## src/rtl/spi_accel_reader_if.sv

```systemverilog
// spi_accel_reader_if: Pmod SPI pins plus the x_val producer signals of the accelerometer reader
interface spi_accel_reader_if;
    logic        spi_miso;
    logic        spi_sclk;
    logic        spi_mosi;
    logic        spi_cs_n;
    logic [10:0] x_val;
    logic        x_valid;
    logic        busy;

    modport master (
        input  spi_miso,
        output spi_sclk, spi_mosi, spi_cs_n, x_val, x_valid, busy
    );

    modport slave (
        output spi_miso,
        input  spi_sclk, spi_mosi, spi_cs_n, x_val, x_valid, busy
    );
endinterface

```

## src/rtl/spi_accel_reader.sv

```systemverilog
// spi_accel_reader: puts the ADXL362 into measurement mode, then polls XDATA over SPI mode 0
module spi_accel_reader #(
    parameter int CLK_DIV        = 50,
    parameter int STARTUP_CYCLES = 500_000,
    parameter int POLL_CYCLES    = 100_000
) (
    input  logic               clk,
    input  logic               rst,
    spi_accel_reader_if.master bus
);
    localparam logic [2:0] S_STARTUP  = 3'd0;
    localparam logic [2:0] S_CS_SETUP = 3'd1;
    localparam logic [2:0] S_SHIFT    = 3'd2;
    localparam logic [2:0] S_CS_HOLD  = 3'd3;
    localparam logic [2:0] S_GAP      = 3'd4;

    localparam logic [31:0] INIT_CMD = 32'h0A2D_0200;
    localparam logic [31:0] READ_CMD = 32'h0B0E_0000;

    logic [2:0]  state;
    logic [31:0] cnt;
    logic [31:0] poll;
    logic [4:0]  bit_cnt;
    logic [31:0] tx;
    logic [15:0] rx;
    logic        is_read;
    logic        sclk;
    logic        cs_n;
    logic        cap;
    logic [10:0] x_val;
    logic        x_valid;
    logic        div_done;
    logic        last_bit;
    logic        start;
    logic        unused_rx;

    assign div_done  = cnt == CLK_DIV - 1;
    assign last_bit  = bit_cnt == (is_read ? 5'd31 : 5'd23);
    assign start     = (state == S_STARTUP && cnt == STARTUP_CYCLES - 1) ||
                       (state == S_GAP && cnt >= CLK_DIV - 1 && poll == POLL_CYCLES - 1);
    assign unused_rx = ^{rx[8], rx[7:4]};

    assign bus.spi_sclk = sclk;
    assign bus.spi_mosi = tx[31];
    assign bus.spi_cs_n = cs_n;
    assign bus.x_val    = x_val;
    assign bus.x_valid  = x_valid;
    assign bus.busy     = !cs_n;

    // Sequencer: startup wait, CS framing, SCLK half-periods, shifting and the poll timer
    always_ff @(posedge clk or negedge rst) begin
        if (!rst) begin
            state   <= S_STARTUP;
            cnt     <= '0;
            poll    <= '0;
            bit_cnt <= '0;
            tx      <= '0;
            rx      <= '0;
            is_read <= 1'b0;
            sclk    <= 1'b0;
            cs_n    <= 1'b1;
            cap     <= 1'b0;
        end else begin
            poll <= start ? '0 : poll + 1'b1;
            cap  <= state == S_CS_HOLD && div_done && is_read;
            if (start) begin
                state   <= S_CS_SETUP;
                cnt     <= '0;
                bit_cnt <= '0;
                cs_n    <= 1'b0;
                is_read <= state == S_GAP;
                tx      <= state == S_GAP ? READ_CMD : INIT_CMD;
            end else if (state == S_STARTUP || state == S_GAP) begin
                cnt <= cnt + 1'b1;
            end else if (state == S_CS_HOLD) begin
                cnt <= div_done ? '0 : cnt + 1'b1;
                if (div_done) begin
                    cs_n  <= 1'b1;
                    state <= S_GAP;
                end
            end else begin
                cnt <= div_done ? '0 : cnt + 1'b1;
                if (div_done) begin
                    sclk  <= !sclk;
                    state <= sclk && last_bit ? S_CS_HOLD : S_SHIFT;
                    if (!sclk && is_read)
                        rx <= {rx[14:0], bus.spi_miso};
                    if (sclk && !last_bit) begin
                        bit_cnt <= bit_cnt + 1'b1;
                        tx      <= {tx[30:0], 1'b0};
                    end
                end
            end
        end
    end

    // Publish {XDATA_H[3:0], XDATA_L} >> 1 one clk after CS rises at the end of a read
    always_ff @(posedge clk or negedge rst) begin
        if (!rst) begin
            x_val   <= '0;
            x_valid <= 1'b0;
        end else begin
            x_valid <= cap;
            if (cap)
                x_val <= {rx[3:0], rx[15:9]};
        end
    end
endmodule

```

## src/flat_wrapper.sv

```systemverilog
// flat-port wrapper written by rule: the top's interface ports become plain ports
module spi_accel_reader_flat 
#(
    parameter int CLK_DIV        = 50,
    parameter int STARTUP_CYCLES = 500_000,
    parameter int POLL_CYCLES    = 100_000
)
  (clk, rst, bus_spi_miso, bus_spi_sclk, bus_spi_mosi, bus_spi_cs_n, bus_x_val, bus_x_valid, bus_busy);
  spi_accel_reader_if bus_i ();
  input  logic clk;
  input  logic rst;
  input wire logic [$bits(bus_i.spi_miso)-1:0] bus_spi_miso;
  output wire logic [$bits(bus_i.spi_sclk)-1:0] bus_spi_sclk;
  output wire logic [$bits(bus_i.spi_mosi)-1:0] bus_spi_mosi;
  output wire logic [$bits(bus_i.spi_cs_n)-1:0] bus_spi_cs_n;
  output wire logic [$bits(bus_i.x_val)-1:0] bus_x_val;
  output wire logic [$bits(bus_i.x_valid)-1:0] bus_x_valid;
  output wire logic [$bits(bus_i.busy)-1:0] bus_busy;
  assign bus_i.spi_miso = bus_spi_miso;
  assign bus_spi_sclk = bus_i.spi_sclk;
  assign bus_spi_mosi = bus_i.spi_mosi;
  assign bus_spi_cs_n = bus_i.spi_cs_n;
  assign bus_x_val = bus_i.x_val;
  assign bus_x_valid = bus_i.x_valid;
  assign bus_busy = bus_i.busy;
  spi_accel_reader #(.CLK_DIV(CLK_DIV), .STARTUP_CYCLES(STARTUP_CYCLES), .POLL_CYCLES(POLL_CYCLES)) u_core (.clk(clk), .rst(rst), .bus(bus_i));
endmodule
```

## config.mk

```make
export PLATFORM = sky130hd
export DESIGN_NAME = spi_accel_reader_flat
export DESIGN_NICKNAME = d
export VERILOG_FILES = /design/src/rtl/spi_accel_reader_if.sv /design/src/rtl/spi_accel_reader.sv /design/src/flat_wrapper.sv
export SDC_FILE = /design/constraint.sdc
export NUM_CORES = 1
export LEC_CHECK = 0
export CORE_MARGIN = 2
export CORE_UTILIZATION = 35
export DETAILED_ROUTE_END_ITERATION = 10
export PLACE_DENSITY_LB_ADDON = 0.12
export SETUP_SLACK_MARGIN = 0.4
export SYNTH_ARGS = -nofsm -noshare
export SYNTH_HDL_FRONTEND = slang
export SYNTH_SLANG_ARGS = --single-unit
```

## constraint.sdc

```tcl
create_clock -name clk -period 3.02 [get_ports clk]
set_input_delay 0.453 -clock clk [delete_from_list [all_inputs] [get_ports clk]]
set_output_delay 0.453 -clock clk [all_outputs]
set_load 0.005 [all_outputs]
```

# [Word level (Yosys, flattened, before mapping)]
# Index checks and enable logic that the tools add are counted.
[totals] reg_bits=136 input_bits=3 out_inout_bits=16
[op_classes] addsub=3 order_cmp=1 n_eq_ne=8 mux=26 bitwise_logic=3 n_reduce_logical=22
[ops] op="$mux W32" count=9
[ops] op="$add A32 B1 Y32 const B" count=2
[ops] op="$eq A32 B17 Y1 const B" count=1
[ops] op="$eq A32 B19 Y1 const B" count=1
[ops] op="$eq A32 B6 Y1 const B" count=1
[ops] op="$ge A32 B6 Y1 const B" count=1
[ops] op="$mux W25" count=1
[ops] op="$mux W5" count=5
[ops] op="$mux W3" count=5
[ops] op="$logic_and A1 B1 Y1" count=8
[ops] op="$reduce_and A4 Y1" count=2
[ops] op="$reduce_bool A2 Y1" count=3
[ops] op="$add A5 B1 Y5 const B" count=1
[ops] op="$eq A5 B5 Y1" count=1
[ops] op="$mux W1" count=5
[ops] op="$reduce_and A5 Y1" count=1
[ops] op="$mux W4" count=1
[ops] op="$ne A2 B1 Y1 const B" count=2
[ops] op="$eq A3 B2 Y1 const B" count=1
[ops] op="$eq A3 B3 Y1 const B" count=1
[ops] op="$logic_not A1 Y1" count=3
[ops] op="$logic_not A3 Y1" count=1
[ops] op="$not A1 Y1" count=3
[ops] op="$reduce_and A3 Y1" count=1
[ops] op="other kinds (2)" count=3

# [Depth between registers and ports, before layout]
[logic_depth] depth_word=9 depth_mapped=8 ltp_nobuf=7

# [Least setup slack after synthesis]
# Ideal clock, no wire load.
[synth_timing] path_kind="reg2reg" startpoint="register u_core.cnt[23]" endpoint="register u_core.bit_cnt[4]" setup_ns=0.073 t_arrival_ns=2.267 path_slack_ns=0.680 stages_incl_launch_ff=7 period_less_slack_ns=2.340 path_cell_list="dfrtp_1 -> nor4_2 -> nand4_2 -> or4_1 -> buf_6 -> or4_4 -> a21oi_2"
[synth_via] elab_chain_cells=6 word_cells_on_any_way=13 classes_between="order compare (1); eq/ne (4); mux (1); reduce/logical (7)"
[synth_rtl] element="start: declaration" line_no="spi_accel_reader.sv:21" text="logic [31:0] cnt;"
[synth_rtl] element="start signal: assignment" line_no="spi_accel_reader.sv:74" text="cnt <= cnt + 1'b1;"
[synth_rtl] element="start signal: assignment" line_no="spi_accel_reader.sv:76" text="cnt <= div_done ? '0 : cnt + 1'b1;"
[synth_rtl] element="start signal: assignment" line_no="spi_accel_reader.sv:82" text="cnt <= div_done ? '0 : cnt + 1'b1;"
[synth_rtl] element="$ge A32 B6 Y1" line_no="spi_accel_reader.sv:40" text="(state == S_GAP && cnt >= CLK_DIV - 1 && poll == POLL_CYCLES - 1);"
[synth_rtl] element="$logic_and A1 B1 Y1 (2 in a row)" line_no="spi_accel_reader.sv:40"
[synth_rtl] element="$logic_or A1 B1 Y1" line_no="spi_accel_reader.sv:39" text="assign start = (state == S_STARTUP && cnt == STARTUP_CYCLES - 1) ||"
[synth_rtl] element="$ne A2 B1 Y1 (no source line) or $reduce_bool A2 Y1 (tied branches)"
[synth_rtl] element="$reduce_and A4 Y1 (no source line)"
[synth_rtl] element="end signal: assignment" line_no="spi_accel_reader.sv:89" text="bit_cnt <= bit_cnt + 1'b1;"
[synth_rtl] element="end: declaration" line_no="spi_accel_reader.sv:23" text="logic [4:0] bit_cnt;"
# Several ways; a longest one is shown, not always the timed one.
# A chain may end at the register's enable or synchronous reset.

# [Worst setup path in the final report]
[layout_timing] startpoint="register u_core.cnt[30]" endpoint="register u_core.bit_cnt[4]"
# Same word-level chain as after synthesis.

==> results by group <==
Critical path
  – Worst path cell trace: nor4_4 > nand4_2 > or4_1 > buf_4 > or4_4 > a21oi_2
  – Data arrival time of the critical path: about 2.9 ns
  – Required time of the worst setup path: approximately 3.4 ns
  – Worst path bufs/invs: 1
  – Startpoint-to-endpoint class of the critical path: flop to flop
  – Slowest-stage cell, CP: sky130_fd_sc_hd__or4_1
  – Kind of cell with the highest combined delay on the critical path: simple AND/OR/NAND/NOR gates
  – Startpoint kind of the worst setup timing path: flop
  – Sort of element at the end of the critical path: flop
  – Largest fanout on the critical path: 28
  – Worst stage delay on the critical path: approximately 0.54 ns

Hold path
  – Kind of path behind the tightest hold check: input pin to async pin

Route
  – Number of vias after detailed routing: just over 4000
  – Routed wirelength normalized by instance count: roughly 14 µm
  – Number of optimization iterations in the first detailed-route pass: 4
  – Detail-routed via count per cell: roughly 5.1
  – Number of nets still failing antenna checks after routing: 0
  – Iteration-0 DRC Markers: around 220
  – DRC violations left: 0
  – Aggregate routed wire length: about 12000 µm

Clock network
  – Number of levels the H-tree was split into: 4
  – TritonCTS clock tree: yes
  – Clock Sink Count: ~130
  – Root Driver: sky130_fd_sc_hd__clkbuf_16
  – Clock tree buffer depth: 2
  – Hold Buf Count CTS: 0
  – Clk Latency, worst-skew pair: between 0.4 and 0.5 ns
  – Number of clock buffers inserted by TritonCTS: 17
  – Clock-pin slew reported for the worst setup and hold paths after clock tree synthesis: around 0.06 ns

Finish
  – Final-stage net count: 589
  – Area added between synthesis and finish: 19.9%
  – Most common library cell in the layout ignoring fill and taps: sky130_fd_sc_hd__dfrtp_1
  – Final Core Density: 42.8%
  – Leading cell types in the layout, fill and taps excluded: sky130_fd_sc_hd__dfrtp_1, sky130_fd_sc_hd__nor2_1, sky130_fd_sc_hd__xor2_1
  – Fill cells: 1608
  – Count of antenna diodes in the layout: 0
  – Fraction of layout instances using a drive strength above 1: between 10% and 20%

Die
  – Area inside the core boundary: approximately 16000 µm²
  – Initial core utilization: roughly 36%
  – Number of placement rows: 47
  – Die area: approximately 18000 µm²
  – DIE WIDTH: 134 µm
  – Num ports: 19
  – Die Y-Extent: between 100 and 150 µm

Placement
  – Count of buffers inserted at the top-level ports: 18
  – HPWL after DPL: 7490 µm
  – Placer's final routability congestion estimate: about 0.75

Synthesis
  – Post-Syn Instances: ~540
  – Flip-flop and latch count after synthesis: around 130
  – Sequential fraction of the synthesis area: 54.1%
  – Net count after synthesis: ~550
  – Ys flop type: sky130_fd_sc_hd__dfrtp_1
  – Yosys warns: 0
  – Post-synth EDFFs: 0
  – Netlist cell types: between 40 and 50
  – Synthesized area per cell: 10.8 µm²
  – Area of the mapped netlist: 5870 µm²
  – FFs w/ async S/R, synth: 100%

Power
  – Leakage power of the design: 3.13 nW
  – Peak ir drop on the vdd network: about 380 µV
  – Cell area power density: between 500 and 600 nW/µm²

Global routing
  – Total routing resource utilization after global routing: 14.2%
  – Largest net degree at the start of global routing: between 100 and 150
  – Total grt overflow: 0
  – Global-route wire length before repair: ~20000 µm
  – Number of global-route vias before repair: ~4000
  – Number of antenna violations at the first check in global routing: 0

STA
  – Minimum clock period: 2.52 ns
  – Final setup violation count: 0
  – Final hold vios: 0
  – Final Skew: between 0.01 and 0.015 ns
  – Setup Total Neg Slack: 0 ns
  – RSZ-0062 raised after global routing: false
  – Peak clock frequency supported by timing: 397 MHz
  – Number of max-slew violations in the final report: 0
  – Slew at the pin closest to its max-slew limit: ~0.75 ns
  – Relative slew margins: roughly half
  – Final clock period utilization by the worst path: 83.4%

Outcome
  – Status: finished clean

Flow run
  – Count of max-cap constraint violations: 0
-- cells by family after synthesis --
logic type	Yosys count	share of synthesized area, %
AOI/OAI and AO/OA	56	6.63
adders and majority gates	5	1.07
and+or+nand+nor	227	20.7
xor gates and xnor gates	62	9.25
DFF	127	54.1
muxes	27	5.18
buffers and inverters	40	3.05
-- stage by stage --
step	cell area [µm²]	hold slack [ns]	std cells	power, W	setup slack [ns]
6_report	7040	0.103	814	0.00374	0.501
5_1_grt	7040	0.200	814	0.00390	0.409
4_1_cts	6960	0.176	808	0.00380	0.419
3_5_place_dp	6370	0.467	776	0.00178	0.360
3_3_place_gp	6370	0.456	776	0.00177	0.338
2_1_floorplan	5870	0.157	544	0.00173	0.680
-- worst reg2reg max path, delay by kind of cell (launching register included) --
family	cells	cell delay, ns
AOI/OAI and AO/OA	1	0.14
buffers and inverters	1	0.23
DFF	1	0.43
and+or+nand+nor	4	1.65
-- path summary, 6_finish.rpt --
check | from | end | slack (ns) | cells past startpoint
min in group clk | u_core.tx[22] | u_core.tx[23] | 0.48 | 1
hold reg to reg | u_core.tx[22] | u_core.tx[23] | 0.48 | 1
hold / removal | rst | u_core.bus.x_val[2] | 0.10 | 2
setup / recovery | u_core.cnt[30] | u_core.bit_cnt[4] | 0.50 | 6
max in group asynchronous | rst | u_core.poll[23] | 2.37 | 2
setup reg to reg | u_core.cnt[30] | u_core.bit_cnt[4] | 0.50 | 6
-- layout make-up --
| type | instances | area, µm² | area share (%) |
|---|---|---|---|
| clock buffer | 19 | 443 | 6.29 |
| clock inverter | 13 | 136 | 1.94 |
| inverter | 20 | 75.1 | 1.07 |
| multi-input combinational | 377 | 2570 | 36.6 |
| sequential | 127 | 3180 | 45.2 |
| tap | 220 | 275 | 3.91 |
| timing repair buffer | 38 | 357 | 5.07 |
-- sequential cells by signal, summed over array words and instances, names as in the netlist --
register	count
u_core.bus.spi_cs_n	1
u_core.cnt	32
u_core.poll	32
u_core.bus.x_valid	1
u_core.rx	16
u_core.bus.spi_sclk	1
u_core.bit_cnt	5
u_core.bus.x_val	11
u_core.cap	1
u_core.state	3
u_core.tx	23
u_core.is_read	1
-- metal layers --
layer / vias to the layer above / global-route usage (%) / part of all wire, %
met2: 36 / 21.8 / 47
met3: 6 / 4.83 / 2.3
li1: 2008 / - / -
met5: - / 0 / 0
met1: 2084 / 19.3 / 50
met4: 0 / 3.90 / 0.73
-- what timing repair did --
item / CTS / global route
setup buffers: 0 / 6
hold endpoints to repair: 0 / 0
setup endpoints to repair: 35 / 46
gates resized for setup: 3 / 4
pin swaps: 0 / 4
-- synthesized netlist by cell type (9+ instances only) --
cell,count,share of area [%]
sky130_fd_sc_hd__dfrtp_1,126,54
sky130_fd_sc_hd__nor2_1,81,5.2
sky130_fd_sc_hd__xor2_1,41,6.1
sky130_fd_sc_hd__nand3_1,31,2.6
sky130_fd_sc_hd__mux2_2,27,5.2
sky130_fd_sc_hd__nand4_1,27,2.9
sky130_fd_sc_hd__nand2_1,24,1.5
sky130_fd_sc_hd__xnor2_1,21,3.1
sky130_fd_sc_hd__inv_1,20,1.3
sky130_fd_sc_hd__o21ai_0,18,1.5
sky130_fd_sc_hd__o2bb2ai_1,12,1.8
sky130_fd_sc_hd__nor4_1,9,0.96
-- power breakdown --
group          leakage (nW)  switching [W]  internal [W]
clock                 0.276       0.000764       0.00124
combinational          1.12      0.0000324    0.00000515
sequential             1.74    0.000000417       0.00170
total                  3.13       0.000797       0.00295
Note: power is estimated with default switching activity, not from simulation.
==> variant 1 (same settings) <==
Compare `cnt` against `STARTUP_CYCLES - 1` with >= in place of ==.
--- a/src/rtl/spi_accel_reader.sv
+++ b/src/rtl/spi_accel_reader.sv
@@ -36,7 +36,7 @@
 
     assign div_done  = cnt == CLK_DIV - 1;
     assign last_bit  = bit_cnt == (is_read ? 5'd31 : 5'd23);
-    assign start     = (state == S_STARTUP && cnt == STARTUP_CYCLES - 1) ||
+    assign start     = (state == S_STARTUP && cnt >= STARTUP_CYCLES - 1) ||
                        (state == S_GAP && cnt >= CLK_DIV - 1 && poll == POLL_CYCLES - 1);
     assign unused_rx = ^{rx[8], rx[7:4]};
 
Check against the original RTL: same outputs for any inputs over 10 cycles, from zero or initial values and one cycle with rst low; that may be too few to reach the edited logic, so the function may still have changed.
==> variant 1 against the unedited design <==
Sequential power hardly changed. Core utilization hardly changed. Synthesized area is 5.5% higher. Sequential cell count stayed put. Worst setup slack worse by 0.087 ns. Routed wire length is 19% higher. Critical path depth is 1 lower. Total power is 2.6% higher. Worst hold slack worse by 0.025 ns. Final area is 5.2% higher. Critical endpoint is now u_core.rx[6]$_DFFE_PN0P_. Highest routed layer unchanged.
==> variant 1: results (changes against the unedited design) <==
Setup path
  – Worst R2R Path Depth: 5 (-1)
  – Worst Path Arrival: 2.90 ns (+0.04 ns)
  – Crit path to: u_core.rx[6]$_DFFE_PN0P_
  – CP Max Fanout: 8 (-71%)
  – Reg2Reg Launch Point: u_core.cnt[8]$_DFF_PN0_
  – CP startpoint kind: register

Drt
  – Via density per instance: 5.28 (+3.9%)
  – DRT iter0 DRCs: 235 (+9.3%)
  – Routed len/inst: 16.3 um (+13%)
  – Pre-Repair DR Iteration Count: 5 (+1)

Timing
  – Slew HR: 0.542 (+0.0463)
  – Final Skew: 0.00853 ns (-0.00398 ns)
  – Setup ws final: 0.414 ns (-0.0871 ns)

Yosys
  – Synth Warn #: 0 (unchanged)
  – Synth unique cells: 54 (+15%)
  – Synth cell count leaders: dfrtp_1 (126), nor3_1 (100), xnor2_1 (51)
  – Largest cells by area after synthesis: dfrtp_1 (51%), nor3_1 (8.1%), xnor2_1 (7.2%), mux2_2 (3.3%), mux2i_1 (2.7%)
  – Syn_nets: 592 (+7.2%)
  – Dominant synthesized flop cell: dfrtp_1
  – Post-synth ARST share: 1.00 (unchanged)
  – Sequential area share after synthesis: 0.513 (-0.0284)

Clocking
  – CTS clk-pin slew, worst paths: 0.06 ns (about the same)
  – # H-tree levels: 4 (unchanged)
  – Number of CTS-inserted buffers: 17 (unchanged)

Global route
  – Initial antenna violation count: 0 (unchanged)
  – Vias in the first global route: 4396 (+7.2%)
  – Pin count of the biggest net entering global routing: 54 (-58%)
  – First-pass GRT wire length: 23.2 mm (+14%)
  – Total GRT Usage: 0.160 (+0.0173)

Outcome
  – Status: completed

Placement
  – Port Buffers: 18 (unchanged)
  – Gp weighted congestion: 0.792 (+6.0%)
  – HPWL after DPL: 8.45 mm (+13%)
  – Setup WS pre-CTS: 0.250 ns (-0.110 ns)

Final layout
  – Fin nets: 622 (+5.6%)
  – Number of fill cells: 1683 (+4.7%)
  – Layout cells sized above 1: 0.180 (+0.0169)
  – Ant diodes: 0 (unchanged)

Power
  – Lkg Pwr: 3.14 nW (+0.37%)
  – Worst IR Drop VDD: 0.000376 V (-0.56%)
==> variant 1: layout make-up <==
type,count,area (um^2),area share
repair buffers,44,385,0.0521
multi-input cells,404,2870,0.388
inverters,20,75.1,0.0101
clock inverters,10,136,0.0184
clock buffers,22,464,0.0627
well taps,225,282,0.0380
flip-flops and latches,127,3190,0.430
==> variant 1: worst min-delay path by stage <==
stage / to / slack, ns / cells after the start
after detailed placement: u_core.poll[0]$_DFF_PN0_ / 0.49 / 1
after CTS: u_core.cnt[11]$_DFF_PN0_ / 0.10 / 1
final: u_core.cnt[12]$_DFF_PN0_ / 0.08 / 1
after global placement: u_core.poll[0]$_DFF_PN0_ / 0.48 / 1
after global routing: u_core.cnt[17]$_DFF_PN0_ / 0.12 / 1
after floorplan: u_core.bit_cnt[0]$_DFFE_PN0P_ / 0.16 / 0
==> variant 1: power by group <==
part	internal (mW)	total, mW	leakage, nW	switching [mW]
clock	1.34	2.09	0.286	0.757
combinational	0.00592	0.0399	1.12	0.0339
sequential	1.70	1.70	1.73	0.000534
total	3.05	3.84	3.14	0.792
==> variant 1: critical path, cell delays in order (launching register included) <==
cell and delay (ns):
dfrtp_1 0.42, nor4_1 0.29, nand4_1 0.20, or4_4 0.57, or4_4 0.67, mux2_4 0.33
==> variant 1: cells by family after synthesis <==
family,after synthesis,synth area share
XOR/XNOR,63,0.0890
AO/OA/AOI/OAI,21,0.0248
buffers and inverters,55,0.0386
flip-flops,127,0.513
AND/OR/NAND/NOR,268,0.240
adder cells (fa/ha/maj),5,0.0101
multiplexers,45,0.0844
==> variant 1: layer usage <==
layer,wire (um),global-route usage,vias up
met1,6790,0.220,2237
li1,-,-,2174
met5,0,0,-
met2,6490,0.248,67
met4,178,0.0515,0
met3,455,0.0378,17
==> variant 1: repair_timing <==
action	4_1_cts	5_1_grt
pin swaps	2	7
gates resized for setup	3	12
buffers inserted	1	9
setup endpoints to repair	79	95
cloned	2	0
==> variant 1: metrics by stage <==
| step | hold WS [ns] | area (um^2) | cells | power, mW |
|---|---|---|---|---|
| floorplan | 0.157 | 6200 | 584 | 1.73 |
| global placement | 0.477 | 6660 | 808 | 1.78 |
| detailed placement | 0.486 | 6660 | 808 | 1.78 |
| CTS | 0.104 | 7290 | 843 | 3.90 |
| global route | 0.120 | 7400 | 852 | 3.98 |
| finish | 0.0785 | 7400 | 852 | 3.84 |
==> variant 2 (config.mk and constraints unchanged) <==
Made on the original files. `STARTUP_CYCLES` is set to 500_000 in 2 places; all go to 250_000.
--- a/src/rtl/spi_accel_reader.sv
+++ b/src/rtl/spi_accel_reader.sv
@@ -1,7 +1,7 @@
 // spi_accel_reader: puts the ADXL362 into measurement mode, then polls XDATA over SPI mode 0
 module spi_accel_reader #(
     parameter int CLK_DIV        = 50,
-    parameter int STARTUP_CYCLES = 500_000,
+    parameter int STARTUP_CYCLES = 250_000,
     parameter int POLL_CYCLES    = 100_000
 ) (
     input  logic               clk,
--- a/src/flat_wrapper.sv
+++ b/src/flat_wrapper.sv
@@ -2,7 +2,7 @@
 module spi_accel_reader_flat 
 #(
     parameter int CLK_DIV        = 50,
-    parameter int STARTUP_CYCLES = 500_000,
+    parameter int STARTUP_CYCLES = 250_000,
     parameter int POLL_CYCLES    = 100_000
 )
   (clk, rst, bus_spi_miso, bus_spi_sclk, bus_spi_mosi, bus_spi_cs_n, bus_x_val, bus_x_valid, bus_busy);
Function: same outputs for any inputs over 10 cycles, from zero or initial values and one cycle with rst low; that may be too few to reach the edited logic, so the function may still have changed.
==> variant 2 against the unedited design <==
Synthesized area rose by 4.4%. Via count rose by 1.9%. Sequential cell count did not move. Clock power rose by 12%. Total power rose by 6.5%. Routed wire length rose by 5.7%. Final area rose by 2.5%. Highest routed layer unchanged. Combinational power rose by 8.5%. Critical endpoint is now u_core.state[2]$_DFFE_PN0P_. Sequential power barely moved. Largest power group unchanged. Worst setup slack improved by 0.092 ns.
==> variant 2: results (changes against the unedited design) <==
Power
  – Worst IR Drop VDD: 0.000377 V (-0.23%)
  – Lkg Pwr: 3.19 nW (+1.9%)

Setup path
  – R2R Setup Slk: 0.59 ns (+0.09 ns)
  – CP Max Fanout: 33 (+18%)
  – Worst Path Arrival: 2.71 ns (-0.15 ns)
  – Reg2Reg Launch Point: u_core.poll[0]$_DFF_PN0_
  – Reg2Reg Capture Point: u_core.state[2]$_DFFE_PN0P_
  – Worst R2R Path Depth: 7 (+1)

Timing
  – Final Skew: 0.0116 ns (-0.000873 ns)

Drt
  – Total Wirelength: 12.4 mm (+5.7%)
  – Via density per instance: 5.07 (-0.22%)
  – Metal3 WL: 396 um (+47%)
  – Wire length on met1: 6.20 mm (+6.1%)
  – DR WL met2: 5.65 mm (+2.6%)

Yosys
  – Syn_nets: 580 (+5.1%)
  – Synth unique cells: 53 (+13%)
  – Cell with the most instances after synthesis: dfrtp_1
  – Sequential area share after synthesis: 0.519 (-0.0227)
  – Synth cell count leaders: dfrtp_1 (126), nor2_1 (82), xnor2_1 (50)
  – Largest cells by area after synthesis: dfrtp_1 (51%), xnor2_1 (7.1%), nor2_1 (5.0%), mux2_2 (3.1%), mux2_4 (2.4%)

Placement
  – HPWL after DPL: 7.76 mm (+3.5%)
  – Gp weighted congestion: 0.730 (-2.2%)

Final layout
  – Largest regs: u_core.cnt (32), u_core.poll (32), u_core.tx (23)
  – Fin nets: 601 (+2.0%)

Global route
  – Total GRT Usage: 0.148 (+0.00564)
  – First-pass GRT wire length: 21.4 mm (+5.5%)
  – Vias in the first global route: 4173 (+1.8%)
  – Pin count of the biggest net entering global routing: 86 (-33%)

Outcome
  – Status: completed
-- variant 2: cell types whose count changed after synthesis, moves of 16 or more --
cell	change
nor3_1	+20
xnor2_1	+29
nand4_1	-16
xor2_1	-29
-- variant 2: how the worst max path moves through the flow --
stage | from | end | slack, ns | cells after the start
global placement | u_core.cnt[25]$_DFF_PN0_ | u_core.rx[13]$_DFFE_PN0P_ | 0.45 | 5
floorplan | u_core.cnt[14]$_DFF_PN0_ | u_core.rx[10]$_DFFE_PN0P_ | 0.86 | 7
detailed placement | u_core.cnt[25]$_DFF_PN0_ | u_core.rx[13]$_DFFE_PN0P_ | 0.46 | 5
CTS | u_core.cnt[25]$_DFF_PN0_ | u_core.rx[13]$_DFFE_PN0P_ | 0.45 | 5
finish | u_core.poll[0]$_DFF_PN0_ | u_core.state[2]$_DFFE_PN0P_ | 0.59 | 7
global route | u_core.poll[0]$_DFF_PN0_ | u_core.bus.spi_cs_n$_DFFE_PN1P_ | 0.42 | 7
-- variant 2: power groups by stage --
stage / clock network, mW / logic, mW / registers (mW)
floorplan: 0 / 0.000611 / 1.73
global placement: 0 / 0.0423 / 1.73
detailed placement: 0 / 0.0431 / 1.73
CTS: 2.30 / 0.0442 / 1.70
global route: 2.38 / 0.0488 / 1.70
finish: 2.24 / 0.0408 / 1.70
-- variant 2: timing repair --
item / in CTS / in global routing
resized for setup: 0 / 1
buffers inserted: 0 / 2
hold buffers: 1 / 0
endpoints found under the setup margin: 0 / 18
endpoints found under the hold margin: 8 / 0
-- variant 2: final cells by class --
cell class	count	area, um^2
fill	1626	10000
sequential	127	3180
multi-input combinational	392	2720
clock buffer	21	480
tap	225	282
timing repair buffer	29	275
clock inverter	11	176
inverter	26	97.6
-- variant 2: cell families (layout without fill, tap and decap cells) --
family                   count (synthesis)  in the layout  synth area share
AND/OR/NAND/NOR                        231            231             0.212
flip-flops                             127            127             0.519
AO/OA/AOI/OAI                           67             67            0.0753
XOR/XNOR                                62             62            0.0886
buffers and inverters                   53             87            0.0394
multiplexers                            27             27            0.0557
adder cells (fa/ha/maj)                  5              5            0.0102
-- variant 2: critical path, cell delays in order (launching register included) --
cell	delay (ns)
dfrtp_1	0.39
ha_1	0.22
and4_1	0.33
nand2_1	0.08
or4_1	0.62
o211ai_2	0.17
buf_4	0.36
o21ai_0	0.13
-- variant 2: routing by layer --
metal	vias to the layer above	track usage
li1	2041	-
met1	2117	0.205
met2	43	0.221
met3	10	0.0388
met4	0	0.0556
met5	-	0
-- variant 2: through the flow --
step,worst slack (ns),util,hold WS (ns),cells,cell area [um^2]
after global routing,0.417,0.419,0.409,831,7210
after global placement,0.453,0.379,0.297,796,6530
after floorplan,0.859,-,0.157,572,6130
final,0.594,0.419,0.403,831,7210
after detailed placement,0.460,0.379,0.301,796,6530
after CTS,0.453,0.417,0.395,829,7200
